<file path="src/rtl/l8_mod_pkg.sv">
// Shared constants and helpers for the mod-255 (end-around carry) arithmetic blocks.
package l8_mod_pkg;

    localparam int W   = 8;
    localparam int MOD = 255;

    typedef logic [W-1:0] word_t;

    // Cyclic rotate-left: bit i of the result is bit (i-k) mod W of v.
    function automatic word_t rotl(input word_t v, input int k);
        return (v << k) | (v >> (W - k));
    endfunction

endpackage

</file>
<file path="src/rtl/l8_ling_prefix_lvl.sv">
// One combinational level of the cyclic Ling prefix tree: merges each group with the
// group K positions below it, wrapping around so the top carry feeds back into bit 0.
module l8_ling_prefix_lvl
    import l8_mod_pkg::*;
#(
    parameter int K = 1
) (
    input  logic [W-1:0] h,
    input  logic [W-1:0] pr,
    output logic [W-1:0] h_nxt,
    output logic [W-1:0] pr_nxt
);

    assign h_nxt  = h | (pr & rotl(h, K));
    assign pr_nxt = pr & rotl(pr, K);

endmodule

</file>
<file path="src/rtl/l8_mod_sub_pipe.sv">
// Three-stage mod-255 subtractor: diff = a + ~b with end-around carry, computed by a
// cyclic Ling prefix tree, with valid/ready flow control and optional zero normalisation.
module l8_mod_sub_pipe
    import l8_mod_pkg::*;
#(
    parameter bit NORM_ZERO = 1'b1
) (
    input  logic         clk,
    input  logic         rst_n,
    input  logic [W-1:0] a,
    input  logic [W-1:0] b,
    input  logic         in_valid,
    output logic         in_ready,
    output logic [W-1:0] diff,
    output logic         out_valid,
    input  logic         out_ready
);

    // Both 8'h00 and 8'hFF encode zero; the adder yields 8'h00 only for 0 + 0.
    function automatic logic [W-1:0] norm_zero(input logic [W-1:0] s);
        if (s == '0 || s == '1)
            return NORM_ZERO ? '0 : '1;
        return s;
    endfunction

    logic         ld_p0, ld_p1, ld_p2;
    logic         vld_p0, vld_p1, vld_p2;
    logic [W-1:0] g_p0, p_p0, x_p0;
    logic [W-1:0] h_lv1, pr_lv1, h_lv2, pr_lv2, h_lv3, pr_unused_lv3;
    logic [W-1:0] h2_p1, pr2_p1, p_p1, x_p1;
    logic [W-1:0] carry, sum;
    logic [W-1:0] diff_p2;

    assign ld_p2    = !vld_p2 || out_ready;
    assign ld_p1    = !vld_p1 || ld_p2;
    assign ld_p0    = !vld_p0 || ld_p1;
    assign in_ready = ld_p0;

    // Ling base: H = g, Pr_i = p_(i-1) (cyclically).
    l8_ling_prefix_lvl #(.K(1)) u_lvl1 (
        .h      (g_p0),
        .pr     (rotl(p_p0, 1)),
        .h_nxt  (h_lv1),
        .pr_nxt (pr_lv1)
    );

    l8_ling_prefix_lvl #(.K(2)) u_lvl2 (
        .h      (h_lv1),
        .pr     (pr_lv1),
        .h_nxt  (h_lv2),
        .pr_nxt (pr_lv2)
    );

    l8_ling_prefix_lvl #(.K(4)) u_lvl3 (
        .h      (h2_p1),
        .pr     (pr2_p1),
        .h_nxt  (h_lv3),
        .pr_nxt (pr_unused_lv3)
    );

    // Real carry out of bit i is p_i & H_i; it enters bit i+1, wrapping at the top.
    assign carry = rotl(p_p1 & h_lv3, 1);
    assign sum   = x_p1 ^ carry;

    // ---- stage boundary S1 -> S2 -> S3 (data, no reset) ----
    always_ff @(posedge clk) begin
        if (ld_p0 && in_valid) begin
            g_p0 <= a & ~b;
            p_p0 <= a | ~b;
            x_p0 <= a ^ ~b;
        end
        if (ld_p1 && vld_p0) begin
            h2_p1  <= h_lv2;
            pr2_p1 <= pr_lv2;
            p_p1   <= p_p0;
            x_p1   <= x_p0;
        end
    end

    // ---- valid bits and the output register ----
    always_ff @(posedge clk or negedge rst_n) begin
        if (!rst_n) begin
            vld_p0  <= 1'b0;
            vld_p1  <= 1'b0;
            vld_p2  <= 1'b0;
            diff_p2 <= '0;
        end else begin
            if (ld_p0)
                vld_p0 <= in_valid;
            if (ld_p1)
                vld_p1 <= vld_p0;
            if (ld_p2)
                vld_p2 <= vld_p1;
            if (ld_p2 && vld_p1)
                diff_p2 <= norm_zero(sum);
        end
    end

    assign diff      = diff_p2;
    assign out_valid = vld_p2;

endmodule

</file>
<file path="config.mk">
export PLATFORM = sky130hd
export DESIGN_NAME = l8_mod_sub_pipe
export DESIGN_NICKNAME = d
export VERILOG_FILES = /design/src/rtl/l8_mod_pkg.sv /design/src/rtl/l8_ling_prefix_lvl.sv /design/src/rtl/l8_mod_sub_pipe.sv
export SDC_FILE = /design/constraint.sdc
export NUM_CORES = 1
export LEC_CHECK = 0
export CORE_ASPECT_RATIO = 1.25
export CORE_MARGIN = 4
export CORE_UTILIZATION = 55
export DETAILED_ROUTE_END_ITERATION = 6
export PLACE_DENSITY = 0.74
export SLEW_MARGIN = 20
export SYNTH_ARGS = -nofsm -noshare
export SYNTH_HDL_FRONTEND = slang
export SYNTH_HIERARCHICAL = 1
export SYNTH_SLANG_ARGS = --single-unit
</file>
<file path="constraint.sdc">
create_clock -name clk -period 3.9 [get_ports clk]
set_clock_uncertainty 0.15 [all_clocks]
set_input_delay 0.78 -clock clk [delete_from_list [all_inputs] [get_ports clk]]
set_output_delay 0.78 -clock clk [all_outputs]
set_load 0.02 [all_outputs]
</file>
==> summary.md <==
| Metric | Value |
|---|---|
| Status | finished, final reports clean |
| Hold Fails Final Rpt | 0 |
| Total Routing Usage GR | 0.149 |
| Worst reg-to-reg setup slack | 2230 ps |
| CTS tree | yes |
| Hold Crit Depth | 0 |
| Design Area, Final | 3580 um2 |
| Slew margin rel. | 0.677 |
| Setup Buffers After CTS | 0 |
| Finished Core Util | 0.690 |
| Max-slew violations | 0 |
| DP Worst Slack | 933 ps |
| Input/output buffers | 29 |
| Max Fclk | 337 MHz |
| Number of DRC markers in iteration 0 | 57 |
| Multi-input gate area | 966 um2 |
| Gate count of the mapped netlist | 209 |
| Sink Count | 67 |
| Via count | 1664 |
| WS Path Type | in -> out |
| # fillers | 379 |
| Reg-to-reg startpoint | h2_p1[0] |
| Startpoint Class | input pin |
| Clock slew at reported path FFs | 60 ps |
| First-pass GRT wire length | 7460 um |
| CTS Root Cell | clkbuf_8 |
| Drt first pass iters | 4 |
| Yosys warns | 6 |
| Routed len/inst | 14.3 um |
| Fin crit share | 0.760 |
| Post-CTS resize count | 0 |
| # diodes | 0 |
| WL met3 | 192 um |
| Syn_area_per_cell | 14.5 um2 |
| Max rail drop VDD | 0.000271 V |
| Final Setup Violations | 0 |
| Starting Density | 0.583 |
| R2R depth | 5 |
| Global placement routability congestion | 0.866 |
| CTS H-tree depth | 3 |
| Setup TNS | 0 ps |
| Metal-1 WL | 1800 um |
| Min-delay src | x_p0[4] |
| ANT nets after route | 0 |
| DRC viols | 0 |
| Wirelength, routed | 4530 um |
| CP arrival | 2040 ps |
| Area delta synth->final | 18.3% |
| Die area | 6760 um2 |
| Max_cap viols | 0 |
| Tmin final | 2970 ps |
| Initial antenna violation count | 0 |
| Hold path endpoint | x_p1[4] |
| Crit Path Max Fanout | 3 |
| Clk_lat worst skew | 320 ps |
| I/O pins | 30 |
| Fin nets | 286 |
| Pin count of the biggest net entering global routing | 33 |
| Sequential cell area | 1960 um2 |
| Reg2reg end | diff[2] |
| Met2 WL post-DR | 2460 um |
| RSZ-0062 raised after global routing | no |
| Vias in the first global route | 1684 |
| CTS buffer count | 9 |
| Hold buffer count at cts | 0 |
| CP required | 2970 ps |
| Fin worst setup slack | 934 ps |
| Pwr Density | 473 nW/um2 |
| Grt ovf | 0 |
| Placed instance area | 3400 um2 |
| Detailed Place HPWL | 3450 um |
| Syn nets | 245 |
| Crit end category | output port |
| Via density | 5.25 |
| Floorplan row count | 29 |
| Die span in y | 90.9 um |
| Horiz. Die Dim | 74.3 um |
| Slew @ Worst Pin | 483 ps |
| Mapped Area | 3020 um2 |
| Core footprint | 5190 um2 |
| Fraction of layout cells with a size suffix above 1 | 0.141 |
| Highest metal used | met4 |
| Leak Pwr | 0.00151 uW |
| Worst hold path class | reg -> reg |
| Clock Tree Buf Depth | 2 |
## cell usage in the layout (no fill, tap or decap), types with 2 or more instances in the layout
cell type        count
nand2b_1             3
a21o_1              24
a21oi_1              6
edfxtp_1            56
a21boi_2             5
mux2i_1              5
nor3_1               2
clkinv_2             2
dfrtp_1             11
buf_4                2
and3b_1              6
inv_1               24
nor2_1               3
nand2_1              4
a21boi_0             2
nor4_1               2
nor4_2               2
clkbuf_8            12
clkbuf_1             2
and2_1              19
o22ai_2              3
clkdlybuf4s50_1     29
ha_1                16
or2_2                5
## critical path, stage by stage
cell and delay [ps]:
clkdlybuf4s50_1 410, nor2b_1 160, nand3_1 130, clkdlybuf4s50_1 560
## state kept, by name, summed over array words and instances (netlist names)
| signal | cells |
|---|---|
| p_p1 | 8 |
| diff | 8 |
| h2_p1 | 8 |
| x_p0 | 8 |
| vld_p0 | 1 |
| p_p0 | 8 |
| pr2_p1 | 8 |
| x_p1 | 8 |
| g_p0 | 8 |
| out_valid | 1 |
| vld_p1 | 1 |
## power breakdown
group,internal (uW),leakage (uW),switching [uW]
logic,130,0.000753,138
registers,868,0.000662,39.2
clock network,282,0.0000965,234
total,1280,0.00151,411
## how the worst max path moves through the flow
| stage | endpoint | start | slack [ps] |
|---|---|---|---|
| after floorplan | g_p0[0] | out_ready | 1660 |
| after global placement | in_ready | out_ready | 940 |
| after detailed placement | in_ready | out_ready | 930 |
| after CTS | in_ready | out_ready | 930 |
| after global routing | in_ready | out_ready | 860 |
| final | in_ready | out_ready | 930 |
## cell type report
type / count / share of cell area
tap: 62 / 0.0217
timing repair buffer: 31 / 0.0853
inverter: 24 / 0.0252
multi-input combinational: 117 / 0.270
sequential: 67 / 0.547
clock inverter: 2 / 0.00280
clock buffer: 14 / 0.0483
## routing by layer
metal	vias to the layer above	track usage
met5	-	0
met3	7	0.0445
li1	830	-
met2	38	0.257
met1	789	0.163
met4	0	0.0697
## per-stage QoR
stage | power (uW) | hold WS [ps] | std cells
final | 1690 | 269 | 317
after global routing | 1780 | 283 | 317
after CTS | 1710 | 270 | 317
after detailed placement | 1190 | 255 | 301
after global placement | 1190 | 251 | 301
after floorplan | 1080 | 250 | 209
Note: power is estimated with default switching activity, not from simulation.
